File: src/rtl/opb_pulse_gen_pkg.sv
// Shared register map, channel mode encoding and ID word for the OPB pulse generator.
package opb_pulse_gen_pkg;

   // Per-channel register offsets (ADDR[1:0])
   localparam logic [1:0] R_DIV   = 2'd0;
   localparam logic [1:0] R_CTRL  = 2'd1;
   localparam logic [1:0] R_PHASE = 2'd2;
   localparam logic [1:0] R_CNT   = 2'd3;

   // Global page offsets
   localparam logic [1:0] R_SYNC  = 2'd0;
   localparam logic [1:0] R_ID    = 2'd1;

   localparam logic [15:0] ID_MAGIC = 16'h0C6E;
   localparam logic [7:0]  ID_REV   = 8'h01;

   typedef enum logic [1:0] {
      MODE_PULSE   = 2'd0,
      MODE_SQUARE  = 2'd1,
      MODE_ONESHOT = 2'd2,
      MODE_PULSE_3 = 2'd3
   } mode_e;

   function automatic logic [31:0] id_word(input int num_ch);
      return {ID_MAGIC, 8'(num_ch), ID_REV};
   endfunction

endpackage

File: src/rtl/opb_pulse_gen_if.sv
// OPB register-bus signals for the pulse generator; master drives the strobes, slave returns data.
interface opb_pulse_gen_if;
   logic [7:0]  OPB_ADDR;
   logic [31:0] OPB_DI;
   logic        OPB_WE;
   logic        OPB_RE;
   logic [31:0] OPB_DO;

   modport master (output OPB_ADDR, OPB_DI, OPB_WE, OPB_RE, input OPB_DO);
   modport slave  (input OPB_ADDR, OPB_DI, OPB_WE, OPB_RE, output OPB_DO);
endinterface

File: src/rtl/pulse_gen_ch.sv
// One pulse/clock channel: down-counter with shadowed divider reload and PULSE/SQUARE/ONESHOT output.
module pulse_gen_ch
   import opb_pulse_gen_pkg::*;
#(
   parameter int DIV_W    = 16,
   parameter int DIV_DFLT = 25
) (
   input  logic             clk,
   input  logic             rst_n,
   input  logic             en_i,
   input  mode_e            mode_i,
   input  logic [DIV_W-1:0] shadow_i,
   input  logic [DIV_W-1:0] phase_i,
   input  logic             start_i,
   output logic [DIV_W-1:0] cnt_o,
   output logic             oneshot_clr_o,
   output logic             out_o
);

   logic [DIV_W-1:0] cnt_q, cnt_d;
   logic [DIV_W-1:0] act_q, act_d;
   logic             out_q, out_d;
   logic             run;
   logic             tc;

   // Last count value of a period; a zero divider parks the counter at 0.
   function automatic logic [DIV_W-1:0] last_count(input logic [DIV_W-1:0] div);
      return (div == '0) ? '0 : div - 1'b1;
   endfunction

   // NOTE: every variable gets its default before any branch, so no path leaves one unassigned (no latch).
   always_comb begin
      run           = en_i && (act_q != '0);
      tc            = run && (cnt_q == '0);
      cnt_d         = cnt_q;
      act_d         = act_q;
      out_d         = out_q;
      oneshot_clr_o = 1'b0;

      if (start_i) begin
         act_d = shadow_i;
         cnt_d = (phase_i > last_count(shadow_i)) ? last_count(shadow_i) : phase_i;
         out_d = 1'b0;
      end else if (!run) begin
         out_d = 1'b0;
      end else begin
         // The divider only changes hands at TC, so a period is never cut short.
         if (tc) begin
            act_d = shadow_i;
            cnt_d = last_count(shadow_i);
         end else begin
            cnt_d = cnt_q - 1'b1;
         end
         unique case (mode_i)
            MODE_SQUARE:  out_d = out_q ^ tc;
            MODE_ONESHOT: begin
               out_d         = tc;
               oneshot_clr_o = tc;
            end
            default:      out_d = tc;
         endcase
      end
   end

   // NOTE: sequential state uses non-blocking assignments so all flops update from pre-edge values.
   always_ff @(posedge clk or negedge rst_n) begin
      if (!rst_n) begin
         cnt_q <= '0;
         act_q <= DIV_W'(DIV_DFLT);
         out_q <= 1'b0;
      end else begin
         cnt_q <= cnt_d;
         act_q <= act_d;
         out_q <= out_d;
      end
   end

   assign cnt_o = cnt_q;
   assign out_o = out_q;

endmodule

File: src/rtl/opb_pulse_gen_n.sv
// N-channel programmable pulse/clock generator: OPB decode, per-channel DIV/CTRL/PHASE, SYNC fan-out.
module opb_pulse_gen_n
   import opb_pulse_gen_pkg::*;
#(
   parameter int NUM_CH   = 8,
   parameter int DIV_W    = 16,
   parameter int DIV_DFLT = 25
) (
   input  logic                OPB_CLK,
   input  logic                OPB_RST_N,
   opb_pulse_gen_if.slave      bus,
   output logic [NUM_CH-1:0]   CH_OUT
);

   logic [5:0]        idx;
   logic [1:0]        rsel;
   logic              sync_wr;
   logic [DIV_W-1:0]  div_q   [NUM_CH];
   logic [DIV_W-1:0]  div_d   [NUM_CH];
   logic [DIV_W-1:0]  phase_q [NUM_CH];
   logic [DIV_W-1:0]  phase_d [NUM_CH];
   mode_e             mode_q  [NUM_CH];
   mode_e             mode_d  [NUM_CH];
   logic [DIV_W-1:0]  cnt     [NUM_CH];
   logic [NUM_CH-1:0] en_q, en_d;
   logic [NUM_CH-1:0] start;
   logic [NUM_CH-1:0] oneshot_clr;
   logic [31:0]       rdata;
   logic [31:0]       do_q, do_d;
   logic              unused_di;

   assign idx       = bus.OPB_ADDR[7:2];
   assign rsel      = bus.OPB_ADDR[1:0];
   assign sync_wr   = bus.OPB_WE && (idx == 6'(NUM_CH)) && (rsel == R_SYNC);
   assign unused_di = ^bus.OPB_DI;

   always_comb begin
      div_d   = div_q;
      phase_d = phase_q;
      mode_d  = mode_q;
      en_d    = en_q & ~oneshot_clr;
      start   = '0;
      for (int c = 0; c < NUM_CH; c++) begin
         if (bus.OPB_WE && (idx == 6'(c))) begin
            case (rsel)
               R_DIV:   div_d[c] = bus.OPB_DI[DIV_W-1:0];
               R_CTRL: begin
                  // A software CTRL write overrides a same-cycle one-shot clear.
                  en_d[c]   = bus.OPB_DI[0];
                  mode_d[c] = mode_e'(bus.OPB_DI[2:1]);
                  start[c]  = bus.OPB_DI[0] && !en_q[c];
               end
               R_PHASE: phase_d[c] = bus.OPB_DI[DIV_W-1:0];
               default: ;
            endcase
         end
         if (sync_wr && bus.OPB_DI[c] && en_q[c]) start[c] = 1'b1;
      end
   end

   always_comb begin
      rdata = '0;
      for (int c = 0; c < NUM_CH; c++) begin
         if (idx == 6'(c)) begin
            case (rsel)
               R_DIV:   rdata = 32'(div_q[c]);
               R_CTRL:  rdata = 32'({mode_q[c], en_q[c]});
               R_PHASE: rdata = 32'(phase_q[c]);
               default: rdata = 32'(cnt[c]);
            endcase
         end
      end
      if ((idx == 6'(NUM_CH)) && (rsel == R_ID)) rdata = id_word(NUM_CH);
      do_d = bus.OPB_RE ? rdata : '0;
   end

   // NOTE: these register arrays are control state, not RAM, so every element is reset.
   always_ff @(posedge OPB_CLK or negedge OPB_RST_N) begin
      if (!OPB_RST_N) begin
         div_q   <= '{default: DIV_W'(DIV_DFLT)};
         phase_q <= '{default: '0};
         mode_q  <= '{default: MODE_PULSE};
         en_q    <= '0;
         do_q    <= '0;
      end else begin
         div_q   <= div_d;
         phase_q <= phase_d;
         mode_q  <= mode_d;
         en_q    <= en_d;
         do_q    <= do_d;
      end
   end

   assign bus.OPB_DO = do_q;

   for (genvar c = 0; c < NUM_CH; c++) begin : g_ch
      pulse_gen_ch #(
         .DIV_W    (DIV_W),
         .DIV_DFLT (DIV_DFLT)
      ) u_ch (
         .clk           (OPB_CLK),
         .rst_n         (OPB_RST_N),
         .en_i          (en_q[c]),
         .mode_i        (mode_q[c]),
         .shadow_i      (div_q[c]),
         .phase_i       (phase_q[c]),
         .start_i       (start[c]),
         .cnt_o         (cnt[c]),
         .oneshot_clr_o (oneshot_clr[c]),
         .out_o         (CH_OUT[c])
      );
   end

endmodule

File: src/flat_wrapper.sv
// flat-port wrapper written by rule: the top's interface ports become plain ports
module opb_pulse_gen_n_flat import opb_pulse_gen_pkg::*;
#(
   parameter int NUM_CH   = 8,
   parameter int DIV_W    = 16,
   parameter int DIV_DFLT = 25
)
  (OPB_CLK, OPB_RST_N, CH_OUT, bus_OPB_ADDR, bus_OPB_DI, bus_OPB_WE, bus_OPB_RE, bus_OPB_DO);
  opb_pulse_gen_if bus_i ();
  input  logic OPB_CLK;
  input  logic OPB_RST_N;
  output logic [NUM_CH-1:0] CH_OUT;
  input wire logic [$bits(bus_i.OPB_ADDR)-1:0] bus_OPB_ADDR;
  input wire logic [$bits(bus_i.OPB_DI)-1:0] bus_OPB_DI;
  input wire logic [$bits(bus_i.OPB_WE)-1:0] bus_OPB_WE;
  input wire logic [$bits(bus_i.OPB_RE)-1:0] bus_OPB_RE;
  output wire logic [$bits(bus_i.OPB_DO)-1:0] bus_OPB_DO;
  assign bus_i.OPB_ADDR = bus_OPB_ADDR;
  assign bus_i.OPB_DI = bus_OPB_DI;
  assign bus_i.OPB_WE = bus_OPB_WE;
  assign bus_i.OPB_RE = bus_OPB_RE;
  assign bus_OPB_DO = bus_i.OPB_DO;
  opb_pulse_gen_n #(.NUM_CH(NUM_CH), .DIV_W(DIV_W), .DIV_DFLT(DIV_DFLT)) u_core (.OPB_CLK(OPB_CLK), .OPB_RST_N(OPB_RST_N), .bus(bus_i), .CH_OUT(CH_OUT));
endmodule
File: config.mk
export PLATFORM = sky130hd
export DESIGN_NAME = opb_pulse_gen_n_flat
export DESIGN_NICKNAME = d
export VERILOG_FILES = /design/src/rtl/opb_pulse_gen_pkg.sv /design/src/rtl/opb_pulse_gen_if.sv /design/src/rtl/pulse_gen_ch.sv /design/src/rtl/opb_pulse_gen_n.sv /design/src/flat_wrapper.sv
export SDC_FILE = /design/constraint.sdc
export NUM_CORES = 2
export LEC_CHECK = 0
export ABC_AREA = 1
export CAP_MARGIN = 30
export CORE_MARGIN = 2
export CORE_UTILIZATION = 55
export CTS_BUF_LIST = sky130_fd_sc_hd__clkbuf_16
export DETAILED_ROUTE_END_ITERATION = 8
export PLACE_DENSITY = 0.72
export SYNTH_ARGS = -nofsm -noshare
export SYNTH_HDL_FRONTEND = slang
export SYNTH_SLANG_ARGS = --single-unit
File: constraint.sdc
create_clock -name OPB_CLK -period 6.12 [get_ports OPB_CLK]
set_input_delay 0.918 -clock OPB_CLK [delete_from_list [all_inputs] [get_ports OPB_CLK]]
set_output_delay 0.918 -clock OPB_CLK [all_outputs]
set_load 0.03 [all_outputs]
==> results by group <==
Timing
  • F_max: about 220 MHz
  • Period minus WS final: ~4.6 ns
  • Slew HR: between 20 and 30%
  • Setup Skew: between 0.02 and 0.03 ns
  • Worst-Margin Slew: 1.07 ns
  • Final setup vio count: 0
  • RSZ-0062 raised after global routing: false
  • Setup TNS: 0 ns
  • Max Slew Vio Count: 0
  • Final hold vios: 0
  • Period utilization: about three quarters

Logic synthesis
  • Synthesized cell area: 0.0383 mm^2
  • Async SR Flop Fraction: between 90% and 100%
  • Syn Inst Count: 5662
  • EDFF count, synth: 0
  • Seq/Total Area, Yosys: a little under two fifths
  • Flops & latches, synth: approximately 560
  • Top post-synthesis cells by area: dfrtp_1 (34%), nand2_1 (16%), o21ai_0 (7.9%), nand3_1 (7.4%), nor2_1 (5.9%)
  • Mean Syn Cell Area: between 6 and 7 um^2
  • Top cell type's share of synthesized area: between 30 and 40%
  • Area leader, netlist: dfrtp_1
  • Top FF cell, synth: dfrtp_1
  • Yosys warnings: 0
  • Yosys cell types: between 50 and 60

Routing
  • Antenna Nets Post-Route: 0
  • Initial drt markers: approximately 5300
  • Wire per inst: about 22 um
  • M1 WL: ~58 mm
  • Vias: slightly below 40000
  • Met2 wire length: approximately 60 mm
  • Met3 routed WL: 15.6 mm
  • Vias per cell: about 6
  • DR top layer: met4
  • DR pass1 iterations: 6
  • Residual DRC: 0
  • Total wire length: between 100 and 150 mm

GRT
  • Total track usage: between 30% and 40%
  • First-pass GRT wire length: roughly 220 mm
  • Largest net degree at the start of global routing: 165
  • Total gr overflow: 0
  • Initial antenna violation count: 3
  • Number of global-route vias before repair: between 30000 and 40000

Pwr
  • Leakage: just over 20 nW
  • Peak VDD IR: around 0.00035 V
  • Power Density: slightly below 300 mW/mm^2

Clock tree
  • Num Clock Sinks: roughly 560
  • Cts hold-fix bufs: 0
  • CTS tree: yes
  • Post-CTS setup buffers: 0
  • CTS clock-pin slew for the worst setup and hold paths: around 0.06 ns
  • Cts bufs inserted: about 70
  • H-tree depth: 3
  • Clk root buf: clkbuf_16
  • Clk buf depth: 3
  • Post_cts resized: 0
  • Clock Latency Late Sink: around 0.63 ns

Floorplan
  • Die Y: roughly 270 um
  • Io pins: 84
  • Die area: approximately 0.07 mm^2
  • Rows: 96
  • Core Footprint: between 0.06 and 0.07 mm^2
  • Initial Util: roughly 56%
  • DIE WIDTH: approximately 270 um

Finish
  • Fin nets: just under 6000
  • Layout fillers: about 6600
  • Final Instance Count excl. Fillers: 6602
  • Post-route cell area: roughly 0.042 mm^2
  • Layout cells sized above 1: 4.45%
  • Final core utilization: 60.7%
  • Synthesis-to-finish area growth: 9.02%

Status
  • Status: complete, no violations

Setup path
  • Kind of critical path: flop to flop
  • Worst EP arrival: 5.18 ns
  • Nature of the critical path endpoint: flop
  • Critical path launch point type: flop
  • Critical Path Fanout Max: 19
  • Critical Path RT: roughly 6.7 ns

Job
  • Maxcap violations: 0

Placed design
  • Placed Instance Area: ~0.040 mm^2
  • PortBufs: between 50 and 60
  • Post-DP HPWL: around 100 mm
  • Cell count after placement: 6476
  • GPL Wtd Cong: 1.04

Hold path
  • Min-Delay Path Class: input port to asynchronous set/reset pin
## path summary, 6_finish.rpt
kind,start,endpoint,slack (ns),cells past startpoint
setup / recovery,u_core.div_q[0],u_core.g_ch[7].u_ch.cnt_o[1],1.49,15
hold / removal,OPB_RST_N,u_core.phase_q[79],0.29,1
setup reg to reg,u_core.div_q[0],u_core.g_ch[7].u_ch.cnt_o[1],1.49,15
hold reg to reg,u_core.g_ch[3].u_ch.act_q[3],u_core.g_ch[3].u_ch.act_q[3],0.47,2
max in group asynchronous,OPB_RST_N,u_core.div_q[11],4.35,2
min in group OPB_CLK,u_core.g_ch[3].u_ch.act_q[3],u_core.g_ch[3].u_ch.act_q[3],0.47,2
## metrics by stage
step	hold slack [ns]	setup WS, ns	total power, mW
4_1_cts	0.306	1.81	12.1
3_3_place_gp	0.456	1.70	8.09
5_1_grt	0.338	1.38	12.9
6_report	0.287	1.49	12.2
3_5_place_dp	0.461	1.67	8.15
2_1_floorplan	0.448	2.95	7.01
## where the power goes
part / leakage [nW] / switching [mW] / total (mW) / internal [mW]
Sequential: 7.42 / 0.335 / 4.33 / 4.00
Clock: 1.10 / 1.70 / 3.95 / 2.25
Combinational: 12.2 / 2.70 / 3.91 / 1.22
## cell type report
cell class / count / area [um^2] / share of cell area [%]
clock buffer: 70 / 1750 / 4.20
antenna: 2 / 5.00 / 0.0120
inverter: 612 / 2300 / 5.51
clock inverter: 54 / 372 / 0.891
tap: 931 / 1160 / 2.79
timing repair buffer: 112 / 1150 / 2.77
multi-input combinational: 4260 / 20900 / 50.0
sequential: 561 / 14100 / 33.8
## routing by layer
metal / GRT usage (%) / vias to the layer above
li1: - / 18500
met1: 54.8 / 18400
met2: 58.1 / 2235
met3: 7.94 / 378
met4: 20.0 / 0
met5: 0.0676 / -
## worst max-delay path: stages (launching register included)
cell	delay (ns)
dfstp_2	0.53
inv_1	0.14
ha_1	0.28
nand3_1	0.09
nor2_1	0.04
nand3_1	0.41
nand3_1	0.28
ha_1	0.37
nand4_1	0.16
nor3_1	0.36
nand3_1	0.49
nand2_1	0.75
inv_1	0.37
nand2_1	0.14
nand3_1	0.08
nand3_1	0.08
## cell families after synthesis
kind of cell / after synthesis / share of synthesized area [%]
xor+xnor: 109 / 2.50
compound gates: 1018 / 14.6
fa+ha+maj: 152 / 4.97
simple gates: 2972 / 32.3
buf+inv: 849 / 8.76
other cells: 1 / 0.00980
flops: 561 / 36.9
## cells in the mapped netlist (all sizes together), types with 6 or more instances
cell	instances
ha	152
or2	8
o22ai	52
clkinv	9
o221ai	31
o21ai	629
nand2	1623
dfrtp	513
a21oi	190
o2111ai	6
xnor2	13
a221oi	9
nand3	572
nor4	8
xor2	96
nor3	60
nand3b	9
clkbuf	152
dfstp	48
inv	603
buf	85
o21a	10
nand4	72
a22oi	9
nor2	608
o211ai	68
## cell usage in the layout (no fill, tap or decap), types with 9 or more instances in the layout
| cell type | count |
|---|---|
| a221oi_1 | 9 |
| o21ai_0 | 601 |
| o21ai_1 | 26 |
| clkinv_1 | 24 |
| buf_4 | 43 |
| nor2_1 | 596 |
| nor3_1 | 56 |
| inv_1 | 605 |
| inv_2 | 12 |
| nand2_1 | 1614 |
| clkdlybuf4s50_1 | 55 |
| a21oi_1 | 189 |
| dfstp_2 | 48 |
| nand3_1 | 569 |
| a22oi_1 | 9 |
| o22ai_1 | 52 |
| nand3b_1 | 9 |
| conb_1 | 9 |
| xor2_1 | 96 |
| xnor2_1 | 13 |
| nand4_1 | 72 |
| o221ai_1 | 31 |
| dfrtp_1 | 513 |
| ha_1 | 152 |
| clkinv_2 | 12 |
| o21a_1 | 10 |
| o211ai_1 | 68 |
| clkbuf_16 | 70 |
## flip-flops by register name, indices dropped and copies added, names as in the netlist
signal,cells
u_core.div_q,128
u_core.g_ch.u_ch.cnt_o,128
u_core.mode_q,16
u_core.phase_q,128
u_core.bus.OPB_DO,17
u_core.g_ch.u_ch.act_q,128
u_core.g_ch.u_ch.out_o,8
u_core.en_q,8
No activity file was read; power rests on OpenSTA's default activity.
